### config.mk
export PLATFORM = sky130hd
export DESIGN_NAME = tile_match_engine
export DESIGN_NICKNAME = d
export VERILOG_FILES = /design/src/rtl/tile_match_engine.sv
export SDC_FILE = /design/constraint.sdc
export NUM_CORES = 1
export LEC_CHECK = 0
export CORE_UTILIZATION = 25
export CTS_CLUSTER_DIAMETER = 100
export DETAILED_ROUTE_END_ITERATION = 8
export DONT_BUFFER_PORTS = 1
export PLACE_DENSITY = 0.48
export SLEW_MARGIN = 20
export SYNTH_ARGS = -nofsm -noshare
export SYNTH_HDL_FRONTEND = slang
export SYNTH_SLANG_ARGS = --single-unit
### constraint.sdc
create_clock -name CLOCK_50 -period 6.1 [get_ports CLOCK_50]
set_clock_uncertainty 0.15 [all_clocks]
set_input_delay 0.915 -clock CLOCK_50 [delete_from_list [all_inputs] [get_ports CLOCK_50]]
set_output_delay 0.915 -clock CLOCK_50 [all_outputs]
set_load 0.01 [all_outputs]
### src/rtl/tile_match_engine.sv
// Memory tile-matching game core: holds the board and runs the reveal / compare /
// show / hide sequence for each pair of picks, tracking matches, pairs left and moves.
module tile_match_engine #(
    parameter int NUM_TILES   = 10,
    parameter int SYM_W       = 3,
    parameter int MOVE_W      = 8,
    parameter int SHOW_CYCLES = 50_000_000,
    localparam int IDX_W      = $clog2(NUM_TILES)
) (
    input  logic                 CLOCK_50,
    input  logic                 userquit,
    input  logic                 start,
    input  logic                 select,
    input  logic [IDX_W-1:0]     tile_idx,
    input  logic                 load_we,
    input  logic [IDX_W-1:0]     load_idx,
    input  logic [SYM_W-1:0]     load_sym,
    output logic [NUM_TILES-1:0] revealed,
    output logic [NUM_TILES-1:0] matched,
    output logic [MOVE_W-1:0]    move_count,
    output logic [IDX_W-1:0]     pairs_left,
    output logic                 in_game,
    output logic                 game_over,
    output logic [2:0]           state
);

    localparam int TMR_W = (SHOW_CYCLES > 1) ? $clog2(SHOW_CYCLES) : 1;

    // Handshake: start/select/load_we are single-cycle strobes sampled on the
    // rising edge; there is no ready, a strobe the current state cannot use is dropped.
    typedef enum logic [2:0] {
        IDLE    = 3'd0,
        WAIT1   = 3'd1,
        WAIT2   = 3'd2,
        COMPARE = 3'd3,
        SHOW    = 3'd4,
        DONE    = 3'd5
    } state_t;

    state_t               state_q, state_d;
    logic [SYM_W-1:0]     board [NUM_TILES];
    logic [IDX_W-1:0]     first_q, first_d, second_q, second_d;
    logic [TMR_W-1:0]     timer_q, timer_d;
    logic [NUM_TILES-1:0] revealed_d, matched_d;
    logic [MOVE_W-1:0]    move_d;
    logic [IDX_W-1:0]     pairs_d;

    logic                 idx_ok;
    logic [NUM_TILES-1:0] sel_mask, first_mask, second_mask;
    logic                 sel_valid;
    logic                 load_ok;

    assign idx_ok      = (int'(tile_idx) < NUM_TILES);
    assign sel_mask    = idx_ok ? (NUM_TILES'(1) << tile_idx) : '0;
    assign sel_valid   = select && idx_ok && ((matched & sel_mask) == '0);
    assign first_mask  = NUM_TILES'(1) << first_q;
    assign second_mask = NUM_TILES'(1) << second_q;
    assign load_ok     = load_we && (state_q == IDLE) && (int'(load_idx) < NUM_TILES);

    always_comb begin
        state_d    = state_q;
        first_d    = first_q;
        second_d   = second_q;
        timer_d    = timer_q;
        revealed_d = revealed;
        matched_d  = matched;
        move_d     = move_count;
        pairs_d    = pairs_left;
        case (state_q)
            IDLE, DONE: begin
                if (start) begin
                    state_d    = WAIT1;
                    revealed_d = '0;
                    matched_d  = '0;
                    move_d     = '0;
                    pairs_d    = IDX_W'(NUM_TILES / 2);
                end
            end
            WAIT1: begin
                if (sel_valid) begin
                    revealed_d = revealed | sel_mask;
                    first_d    = tile_idx;
                    state_d    = WAIT2;
                end
            end
            WAIT2: begin
                if (sel_valid && (tile_idx != first_q)) begin
                    revealed_d = revealed | sel_mask;
                    second_d   = tile_idx;
                    if (move_count != '1) move_d = move_count + MOVE_W'(1);
                    state_d    = COMPARE;
                end
            end
            COMPARE: begin
                if (board[first_q] == board[second_q]) begin
                    matched_d  = matched | first_mask | second_mask;
                    revealed_d = revealed & ~(first_mask | second_mask);
                    pairs_d    = pairs_left - IDX_W'(1);
                    state_d    = (pairs_left == IDX_W'(1)) ? DONE : WAIT1;
                end else begin
                    timer_d = TMR_W'(SHOW_CYCLES - 1);
                    state_d = SHOW;
                end
            end
            SHOW: begin
                if (timer_q == '0) begin
                    revealed_d = revealed & ~(first_mask | second_mask);
                    state_d    = WAIT1;
                end else begin
                    timer_d = timer_q - TMR_W'(1);
                end
            end
            default: state_d = IDLE;
        endcase
    end

    always_ff @(posedge CLOCK_50) begin
        if (userquit) begin
            state_q    <= IDLE;
            first_q    <= '0;
            second_q   <= '0;
            timer_q    <= '0;
            revealed   <= '0;
            matched    <= '0;
            move_count <= '0;
            pairs_left <= '0;
            in_game    <= 1'b0;
            game_over  <= 1'b0;
        end else begin
            state_q    <= state_d;
            first_q    <= first_d;
            second_q   <= second_d;
            timer_q    <= timer_d;
            revealed   <= revealed_d;
            matched    <= matched_d;
            move_count <= move_d;
            pairs_left <= pairs_d;
            in_game    <= (state_d == WAIT1) || (state_d == WAIT2) ||
                          (state_d == COMPARE) || (state_d == SHOW);
            game_over  <= (state_d == DONE);
        end
    end

    // Board contents survive reset so a quit game can be restarted on the same layout.
    always_ff @(posedge CLOCK_50) begin
        if (!userquit && load_ok) board[load_idx] <= load_sym;
    end

    assign state = state_q;

endmodule

---- Yosys cells after proc, flatten, opt, wreduce, memory -nomap -nowiden ----
Memories as Yosys holds them, arrays and structs flattened. A register that Yosys moved wholly into a read port is not among the register bits.
Cells that the tools add are included.
cells by class
  equality and inequality tests ........... 22
  bitwise logic cells ..................... 7
  $lt $le $gt $ge ......................... 2
  add/sub/neg operators ................... 3
  multiplexer cells ....................... 32
  shift-type cells ........................ 3
  reductions and logical operators ........ 24
operator list
  kind                     number
  $mux W10                 7
  $mux W26                 2
  $pmux W26 S2             1
  $pmux W10 S5             1
  $or A10 B10 Y10          4
  $shl A1 B4 Y10 const A   3
  $logic_not A26 Y1        1
  $sub A26 B1 Y26 const B  1
  $mux W4                  6
  $mux W8                  3
  $and A10 B10 Y10         2
  $pmux W10 S2             1
  $mux W3                  6
  $ne A2 B2 Y1 const B     8
  $pmux W8 S2              1
  $pmux W3 S5              1
  $eq A3 B2 Y1 const B     4
  $eq A3 B3 Y1 const B     4
  $logic_not A10 Y1        1
  $not A10 Y10             1
  $add A8 B1 Y8 const B    1
  $lt A4 B4 Y1 const B     2
  $ne A8 B8 Y1 const B     1
  $pmux W4 S2              1
  other kinds (17)         30
word-level totals
  memories ................................ 1
  bits in writable memories ............... 30
  register bits ........................... 71
  input bits .............................. 16
memories
  name   depth  width  read ports  clocked after memory_dff  write ports  line  text
  board  10     3      2           2                         1            41    logic [SYM_W-1:0] board [NUM_TILES];

---- Longest topological paths before layout ----
Gate-level depths: netlist (run 1).
  word-level depth ........................ 12
  depth in mapped cells ................... 10
  gate-level depth less buffers ........... 8

---- Least setup slack after synthesis (run 1) ----
OpenSTA, ideal clock, no wires.
  path kind ............................... input port to flip-flop
  start point ............................. in tile_idx[1]
  end point ............................... reg revealed[5]
  path slack .............................. 2861 ps
  setup time .............................. 81 ps
  arrival ................................. 3008 ps
  buffers on the path ..................... 1
  cell stages on the path ................. 8
  path through ............................ clkbuf_1 mux2_1 o2bb2ai_1 a2111oi_4 nand2b_1 nor3b_1 a31oi_1 a211oi_2
between the ends
  word-level cells in the longest chain between the ends .. 8
  elaborated cells between the ends (all ways) .. 16
  those cells by class .................... order compare (1); eq/ne (3); shift (1); mux (4); bitwise (2); reduce/logical (5)
RTL lines
  item                                                   line    text
  from (decl)                                            14      input logic [IDX_W-1:0] tile_idx,
  $lt A4 B4 Y1 / $shl A1 B4 Y10 (equally long branches)  53, 54
  $mux W10                                               54      assign sel_mask = idx_ok ? (NUM_TILES'(1) << tile_idx) : '0;
  $and A10 B10 Y10                                       55      assign sel_valid = select && idx_ok && ((matched & sel_mask) == '0);
  $logic_not A10 Y1                                      55
  $logic_and A1 B1 Y1                                    55
  $logic_and A1 B1 Y1                                    87      if (sel_valid && (tile_idx != first_q)) begin
  $ne A2 B2 Y1 (no line)                                 n/a
  $reduce_and A6 Y1 (no line)                            n/a
  to (signal assigned)                                   134     revealed <= revealed_d;
  to (decl)                                              18      output logic [NUM_TILES-1:0] revealed,
Several ways; a longest one is shown, not always the timed one. The select of a mux whose other input is x is not followed.
A chain may end at the register's enable or synchronous reset.

==> summary.txt, run 1 <==
Finish
  • Nets@finish: 542
  • Fraction of layout cells with a size suffix above 1: 7.79%
  • Filler cell count: 2163
  • Multi-input gate area: 2680 µm²
  • Fin cells: 796
  • Diodes inserted: 0
  • Final instance area: 5810 µm²
  • Area Growth Syn to Fin: 9.35%
  • Flip-flop and latch area: 2480 µm²

Synthesis
  • Synth Net Count: 554
  • Post-Syn Area per Cell: 9.96 µm²
  • Seq/Total Area, Yosys: 46.7%
  • Mapped Area: 5310 µm²
  • #FFs+latches synth: 109
  • Share of flip-flops with an asynchronous set or reset: 0%
  • Yosys top cell by area: dfxtp_1
  • Synth warnings: 0
  • Synth top area share: 29.8%
  • Post-synth EDFFs: 30
  • Synthesized instance count: 533
  • Top_reg_cell synth: dfxtp_1
  • Unique masters post-synth: 52
  • Synth area leaders: dfxtp_1 30%, edfxtp_1 17%, mux2i_1 6.0%, xnor2_1 4.1%, nor2_1 3.7%

Setup path
  • Setup crit start kind: flip-flop
  • Max FO, Critical Path: 13
  • Reg-to-reg slack, setup: 2170 ps
  • Crit Path Class: reg -> reg
  • CP Data Arrival Time: 4000 ps
  • WP data required: 6170 ps
  • Worst setup EP type: flip-flop

Global routing
  • Total track usage: 12.4%
  • Largest net degree at the start of global routing: 51
  • Initial antenna violation count: 0
  • Grt total ovfl: 0
  • Global-route wire length before repair: 21.0 mm
  • Number of global-route vias before repair: 3837

Placed design
  • # port buffers: 0
  • Gpl congestion: 0.838
  • Cell count after placement: 780
  • Placement Setup Slack: 2150 ps
  • Area post-placement: 5550 µm²
  • Dpl hpwl: 9.43 mm

STA
  • Final Hold Vio Count: 0
  • Achievable frequency: 255 MHz
  • Final period utilization: 64.4%
  • Final Slew Violations: 0
  • Finish-stage setup viols: 0
  • Final WS setup: 2170 ps
  • Slew HR: 31.5%
  • RSZ-0062 raised after global routing: no
  • Slew @ Worst Pin: 1020 ps
  • Final min period: 3930 ps
  • Fin Setup TNS: 0 ps

Die
  • Cell Rows: 52
  • Vert. Die Dim: 148 µm
  • I/O pins: 53
  • Core area: 20600 µm²
  • Die footprint: 21800 µm²
  • Starting Density: 25.8%
  • Die width: 148 µm

Drt
  • Initial DRC count: 241
  • Drt via density: 4.95
  • Via Count: 3939
  • Met1 WL: 5.83 mm
  • Routed wire length: 12.9 mm
  • DRC: 0
  • WL per Instance: 16.2 µm
  • Metal2 WL: 5.97 mm
  • Top sig layer: met4
  • Routed Antenna Nets: 0
  • 1st-pass router iterations: 5
  • Met3 wire length: 854 µm

Clocking
  • Number of CTS-inserted buffers: 9
  • Postcts setup bufs: 0
  • CTS root buffer: clkbuf_16
  • H-Tree Level Count: 3
  • Clock-pin slew on the worst setup and hold paths: 70 ps
  • Clock Latency Late Sink: 360 ps
  • Cts repair resizes: 0
  • Max clock buf depth: 2
  • CTS tree: done
  • Hold Buf Count CTS: 0
  • Clk sinks: 109

Outcome
  • Status: finished clean

Min path
  • Hold crit path type: reg -> reg

Pwr
  • LEAKAGE: 1.78 nW
  • Power Density: 245 nW/µm²
  • Maximum vdd drop: 0.000137 V

Job
  • MaxCap Viol Count: 0
synth_stat cells (all sizes together) (2+ instances only):
cell type  number
nand3          14
nand2          44
a2111oi         3
xnor2          25
edfxtp         30
a21oi          26
a22oi           7
inv            11
ha              5
clkbuf         17
nor3b           9
nand2b          8
nor4           12
or3             5
nor3           26
a31oi          12
a221oi          2
nand3b          3
xor2            9
nor2b          10
a32oi           5
mux2i          32
mux2            7
mux4            8
nor2           52
a211oi         15
or2             2
and3            7
buf             7
nand4           2
o21ai          23
a21o            4
nand4b          4
dfxtp          79
kinds of logic after synthesis:
family,Yosys count,share of synthesized area [%]
xor+xnor,34,5.61
flops,109,46.7
compound gates,101,13.5
mux,47,10.9
fa+ha+maj,5,1.18
simple gates,202,19.0
buf+inv,35,3.02
flip-flops by register name, summed over array words and instances (netlist names), 3 cells and up, named ones only:
| register | flops |
|---|---|
| board | 30 |
| timer_q | 26 |
| matched | 10 |
| revealed | 10 |
| move_count | 8 |
| first_q | 4 |
| pairs_left | 4 |
| second_q | 4 |
| state | 3 |
where the power goes:
part	internal [mW]	total, mW	switching [mW]	leakage (nW)
Sequential	0.754	0.775	0.0207	0.908
Combinational	0.0459	0.117	0.0709	0.748
Clock	0.274	0.532	0.258	0.121
Total	1.07	1.42	0.349	1.78
layout make-up:
type / instances / area share, %
timing repair buffer: 1 / 0.129
tap: 270 / 5.82
clock buffer: 11 / 4.01
clock inverter: 5 / 0.452
inverter: 11 / 0.711
multi-input combinational: 389 / 46.1
sequential: 109 / 42.7
stage by stage:
stage	util (%)	hold WS (ps)	power [mW]
3_5_place_dp	27.0	334	0.908
3_3_place_gp	27.0	333	0.906
4_1_cts	28.2	344	1.45
2_1_floorplan	-	306	0.888
5_1_grt	28.2	369	1.49
6_report	28.2	344	1.42
routing by layer:
metal | track usage [%] | vias up
met5 | 0 | -
met4 | 4.38 | 0
met3 | 3.33 | 18
met2 | 19.7 | 102
met1 | 16.2 | 1889
li1 | - | 1930
final timing paths:
kind,from,endpoint,cells after the start
max,flip-flop,revealed[2]$_SDFFE_PP0P_,7
min,timer_q[9]$_SDFFE_PP0P_,timer_q[9]$_SDFFE_PP0P_,2
max reg2reg,flip-flop,revealed[2]$_SDFFE_PP0P_,7
min reg2reg,timer_q[9]$_SDFFE_PP0P_,timer_q[9]$_SDFFE_PP0P_,2
cells in the final DEF (no fill, tap or decap), types with 3 or more instances in the layout:
cell type / netlist / layout
dfxtp_1: 79 / 79
nor2_1: 52 / 52
nand2_1: 44 / 44
mux2i_1: 32 / 32
edfxtp_1: 30 / 30
nor3_1: 26 / 26
a21oi_1: 26 / 26
xnor2_1: 25 / 25
o21ai_1: 15 / 15
nand3_1: 14 / 14
a31oi_1: 12 / 12
nor4_1: 12 / 11
nor2b_1: 10 / 10
a211oi_2: 10 / 10
nor3b_1: 9 / 9
xor2_1: 9 / 9
clkbuf_16: 0 / 9
inv_1: 8 / 8
nand2b_1: 8 / 8
mux4_2: 8 / 8
o21ai_0: 8 / 8
and3_1: 7 / 7
a22oi_1: 7 / 7
mux2_1: 6 / 6
or3_1: 5 / 5
a211oi_1: 5 / 5
a32oi_1: 5 / 5
ha_1: 5 / 5
nand4b_1: 4 / 4
a21o_1: 4 / 4
inv_2: 3 / 3
critical path: stages (launching register included):
cell	delay, ps
dfxtp_1	810
mux4_2	590
mux2_2	270
o21ai_1	150
xnor2_1	210
nor4_2	890
or3_1	580
a211oi_2	130
(Power assumes the default switching activity.)
==> run 2: changes to the inputs <==
clock period = 3.8 ns   (was 6.1 ns; I/O delays follow)
==> run 2 against run 1 <==
  * Sequential cell count unchanged
  * Global-route usage down 0.27 points
  * Final cell count up 0.50%
  * Critical path depth unchanged
  * Register-to-register slack worse by 1800 ps
  * Clock-buffer cell count down 1
  * Maximum frequency up 16%
  * First-iteration DRC count down 2.1%
  * Via count up 0.18%
  * Worst hold slack worse by 220 ps
  * Power up 67%
  * Critical path type unchanged
==> summary.txt, run 2 (synthesized netlist as in run 1, its figures left out) <==
Outcome
  • Status: finished clean

Clocking
  • CTS tree: done
  • Postcts setup bufs: 0
  • Clk sinks: 109
  • Max clock buf depth: 2
  • Clock Latency Late Sink: 360 ps
  • Cts repair resizes: 0
  • Clock-pin slew on the worst setup and hold paths: 70 ps
  • Number of CTS-inserted buffers: 9
  • Hold Buf Count CTS: 0
  • CTS root buffer: clkbuf_16
  • H-Tree Level Count: 3

Drt
  • Via Count: 3946
  • Routed Antenna Nets: 0
  • Routed wire length: 12.7 mm
  • Drt via density: 4.93
  • 1st-pass router iterations: 4
  • DRC: 0
  • WL per Instance: 15.9 µm
  • Initial DRC count: 236

Finish
  • Filler cell count: 2154
  • Largest register FFs: 30
  • Fraction of layout cells with a size suffix above 1: 9.06%
  • Most flop-heavy register: board
  • Final Util: 28.6%
  • Multi-input gate area: 2690 µm²
  • Most common cell after layout, fill and taps aside: dfxtp_1
  • Fin cells: 800
  • Nets@finish: 546
  • Most frequent cells in the layout: 79 x dfxtp_1, 52 x nor2_1, 44 x nand2_1
  • Diodes inserted: 0
  • Area Growth Syn to Fin: 10.7%
  • Flip-flop and latch area: 2480 µm²
  • Leading registers by flop count: board x30, timer_q x26

STA
  • RSZ-0062 raised after global routing: no
  • Slew @ Worst Pin: 722 ps
  • Achievable frequency: 295 MHz
  • Final Hold Vio Count: 0
  • Final min period: 3390 ps
  • Final Slew Violations: 0
  • Final period utilization: 89.1%
  • Fin Setup TNS: 0 ps
  • Finish-stage setup viols: 0
  • Slew HR: 51.4%

Global routing
  • Number of global-route vias before repair: 3919
  • Initial antenna violation count: 0
  • Grt total ovfl: 0
  • Global-route wire length before repair: 20.6 mm
  • Total track usage: 12.1%
  • Largest net degree at the start of global routing: 51

Setup path
  • Crit Path Class: reg -> reg
  • WP data required: 3870 ps
  • Max FO, Critical Path: 13
  • Worst setup EP type: flip-flop
  • Setup crit start kind: flip-flop
  • CP Data Arrival Time: 3460 ps
  • Critical path's slowest cell: dfxtp_1
  • Slowest Stage Delay on Critical Path: 760 ps
  • Critical-path cell list: mux2i_1 -> mux4_2 -> o21ai_0 -> xnor2_1 -> nor4_2 -> or3_1 -> a211oi_2

Die
  • I/O pins: 53
  • Vert. Die Dim: 148 µm
  • Core area: 20600 µm²
  • Starting Density: 25.8%
  • Cell Rows: 52
  • Die width: 148 µm
  • Die footprint: 21800 µm²

Placed design
  • Dpl hpwl: 9.31 mm
  • Gpl congestion: 0.861
  • # port buffers: 0
  • Cell count after placement: 784

Min path
  • Hold crit path type: in -> reg

Job
  • MaxCap Viol Count: 0

Pwr
  • Tot Pwr: 2.37 mW
  • Power Density: 404 nW/µm²
  • Maximum vdd drop: 0.000231 V
  • LEAKAGE: 1.81 nW
-- run 2: cell types whose count changed in the layout (fill, tap and decap cells not counted), sizes merged --
cell,delta
clkinv,+1
inv,-1
bufinv,+1
buf,+4
clkbuf,-1
-- run 2: path summary, 6_finish.rpt --
path | start | cells after the start | slack [ps] | end
worst min register to register | timer_q[9]$_SDFFE_PP0P_ | 2 | 340 | timer_q[9]$_SDFFE_PP0P_
worst max-delay path | flip-flop | 7 | 410 | revealed[4]$_SDFFE_PP0P_
worst min-delay path | userquit | 1 | 120 | timer_q[21]$_SDFFE_PP0P_
worst max register to register | flip-flop | 7 | 410 | revealed[4]$_SDFFE_PP0P_
-- run 2: stage by stage --
stage / hold WS [ps] / cell area [µm²] / setup WS [ps]
after detailed placement: 336 / 5580 / 422
after global routing: 98.7 / 5880 / 145
after CTS: 112 / 5870 / 403
final: 123 / 5880 / 415
after floorplan: 306 / 5310 / 906
after global placement: 332 / 5580 / 521
-- run 2: routing by layer --
| layer | global-route usage [%] | vias up | wire length (µm) |
|---|---|---|---|
| met5 | 0 | - | 0 |
| met2 | 19.0 | 117 | 5800 |
| met3 | 4.04 | 17 | 827 |
| li1 | - | 1940 | - |
| met4 | 4.18 | 0 | 247 |
| met1 | 15.6 | 1872 | 5830 |
-- run 2: report_power, final --
group | switching, mW | internal, mW
clock network | 0.428 | 0.510
logic | 0.117 | 0.0750
registers | 0.0315 | 1.21
total | 0.576 | 1.80
-- run 2: area by class of cell --
type                            instances  area share (%)
Multi-Input combinational cell        389            45.7
Sequential cell                       109            42.2
Tap cell                              270            5.75
Clock buffer                           10            3.90
Clock inverter                          6            1.09
Inverter                               11           0.703
Timing Repair Buffer                    5           0.639
-- run 2: critical path, delay by kind of cell (launching register included) --
| family | cells | cell delay [ps] |
|---|---|---|
| AND/OR/NAND/NOR | 2 | 1120 |
| flip-flops | 1 | 760 |
| multiplexers | 2 | 640 |
| AO/OA/AOI/OAI | 2 | 360 |
| XOR/XNOR | 1 | 210 |
==> run 3: changes to the inputs <==
--- a/config.mk
+++ b/config.mk
@@ -8,4 +8,5 @@
 export CORE_UTILIZATION = 25
 export CTS_CLUSTER_DIAMETER = 100
+export CTS_CLUSTER_SIZE = 8
 export DETAILED_ROUTE_END_ITERATION = 8
 export DONT_BUFFER_PORTS = 1
==> constraint.sdc (replaced) <==
create_clock -name CLOCK_50 -period 3.8 [get_ports CLOCK_50]
set_clock_uncertainty 0.15 [all_clocks]
set_input_delay 0.38 -clock CLOCK_50 [delete_from_list [all_inputs] [get_ports CLOCK_50]]
set_output_delay 0.38 -clock CLOCK_50 [all_outputs]
set_load 0.01 [all_outputs]
==> run 3 against run 2 <==
  * Sequential share of layout area decreased by 0.36 points
  * Clock-buffer cell count unchanged
  * Final cell count increased by 0.50%
  * Sequential cell count unchanged
  * Largest cell class unchanged
  * Highest routed layer unchanged
==> summary.txt, run 3 (synthesized netlist as in run 1, its figures left out) <==
Clocking
  • CTS root buffer: clkbuf_16
  • Max clock buf depth: 2
  • H-Tree Level Count: 3
  • Clk sinks: 109
  • Clock Latency Late Sink: 360 ps
  • Postcts setup bufs: 0
  • CTS tree: done
  • Clock-pin slew on the worst setup and hold paths: 70 ps
  • Number of CTS-inserted buffers: 9
  • Cts repair resizes: 0

Drt
  • Routed Antenna Nets: 0
  • WL per Instance: 16.0 µm
  • 1st-pass router iterations: 5
  • Initial DRC count: 225
  • Drt via density: 4.91
  • Routed wire length: 12.8 mm
  • Via Count: 3949
  • DRC: 0

STA
  • Final period utilization: 89.5%
  • RSZ-0062 raised after global routing: no
  • Final Hold Vio Count: 0
  • Final min period: 3400 ps
  • Slew @ Worst Pin: 732 ps
  • Final Slew Violations: 0
  • Achievable frequency: 294 MHz
  • Slew HR: 51.1%
  • Finish-stage setup viols: 0
  • Fin Setup TNS: 0 ps

Min path
  • Hold path depth: 2
  • Worst Hold End: timer_q[0]$_SDFFE_PP0P_
  • Hold crit path type: in -> reg
  • Worst Hold Launch: userquit

Setup path
  • Critical path's slowest cell: dfxtp_1
  • WP data required: 3870 ps
  • Slowest Stage Delay on Critical Path: 760 ps
  • R2R Path End: revealed[5]$_SDFFE_PP0P_
  • Crit path max-delay family: simple AND/OR/NAND/NOR gates
  • CP Data Arrival Time: 3470 ps
  • Reg-to-reg slack, setup: 400 ps
  • Setup crit start kind: flip-flop
  • Crit Path Class: reg -> reg
  • Critical-path cell list: mux2i_1 -> mux4_2 -> o21ai_0 -> xnor2_1 -> nor4_2 -> or3_1 -> a211oi_2
  • Max FO, Critical Path: 13
  • Crit path buffers/inverters: 0
  • Worst setup EP type: flip-flop
  • Stages on worst setup path: 7
  • Reg2reg path depth: 7

Die
  • I/O pins: 53
  • Die width: 148 µm
  • Die footprint: 21800 µm²
  • Starting Density: 25.8%
  • Core area: 20600 µm²
  • Vert. Die Dim: 148 µm
  • Cell Rows: 52

Finish
  • Area Growth Syn to Fin: 11.6%
  • Diodes inserted: 0
  • Most frequent cells in the layout: 79 x dfxtp_1, 52 x nor2_1, 44 x nand2_1
  • Nets@finish: 550
  • Fin cells: 804
  • Fraction of layout cells with a size suffix above 1: 9.18%
  • Most common cell after layout, fill and taps aside: dfxtp_1
  • Most flop-heavy register: board
  • Leading registers by flop count: board x30, timer_q x26
  • Largest register FFs: 30

Outcome
  • Status: finished clean

Global routing
  • Number of global-route vias before repair: 3933
  • Total track usage: 12.3%
  • Initial antenna violation count: 0
  • Grt total ovfl: 0
  • Global-route wire length before repair: 20.9 mm
  • Largest net degree at the start of global routing: 45

Placed design
  • # port buffers: 0
  • Cell count after placement: 784
  • Gpl congestion: 0.861
  • Dpl hpwl: 9.31 mm

Pwr
  • Tot Pwr: 2.39 mW
  • Comb pwr share: 8.8%
  • Maximum vdd drop: 0.000231 V
  • Switch Pwr: 586 µW
  • Pint: 1.80 mW
  • Flop pwr share: 52.1%
  • LEAKAGE: 1.84 nW
  • Clk pwr share: 39.1%
  • Power Density: 403 nW/µm²
  • Switching part of the total power: 24.6%

Job
  • MaxCap Viol Count: 0
run 3: repair_timing:
item                                   CTS  global route
hold buffers                             4             0
endpoints found under the hold margin   82             0
setup endpoints to repair                0             0
run 3: worst max-delay path by stage:
stage | endpoint | slack [ps]
after floorplan | revealed[5]$_SDFFE_PP0P_ | 1100
after global placement | revealed[4]$_SDFFE_PP0P_ | 520
after detailed placement | revealed[4]$_SDFFE_PP0P_ | 420
after CTS | revealed[5]$_SDFFE_PP0P_ | 400
after global routing | revealed[5]$_SDFFE_PP0P_ | 160
final | revealed[5]$_SDFFE_PP0P_ | 400
run 3: power by group through the flow:
stage	clock [mW]	combinational, mW	sequential, mW
6_report	0.933	0.210	1.24
2_1_floorplan	0	0.169	1.26
5_1_grt	1.01	0.234	1.25
4_1_cts	0.954	0.209	1.24
3_5_place_dp	0	0.190	1.27
3_3_place_gp	0	0.187	1.27
run 3: through the flow:
step	worst slack, ps	area (µm²)	util (%)	hold WS, ps
2_1_floorplan	1100	5310	-	306
3_3_place_gp	521	5580	27.1	307
6_report	399	5930	28.8	17.2
3_5_place_dp	422	5580	27.1	311
4_1_cts	403	5920	28.8	5.81
5_1_grt	156	5930	28.8	4.13
run 3: routing by layer:
| layer | share of wire [%] | track usage (%) | vias up | wire length (µm) |
|---|---|---|---|---|
| met5 | 0 | 0 | - | 0 |
| met3 | 7.0 | 3.98 | 17 | 894 |
| met4 | 1.8 | 4.18 | 0 | 230 |
| met1 | 46 | 16.1 | 1875 | 5910 |
| met2 | 45 | 19.0 | 113 | 5800 |
| li1 | - | - | 1944 | - |
run 3: final cells by class:
class | instances | area [µm²]
sequential | 109 | 2480
multi-input combinational | 389 | 2690
fill | 2151 | 14600
inverter | 11 | 41.3
clock buffer | 10 | 229
tap | 270 | 338
timing repair buffer | 9 | 87.6
clock inverter | 6 | 63.8
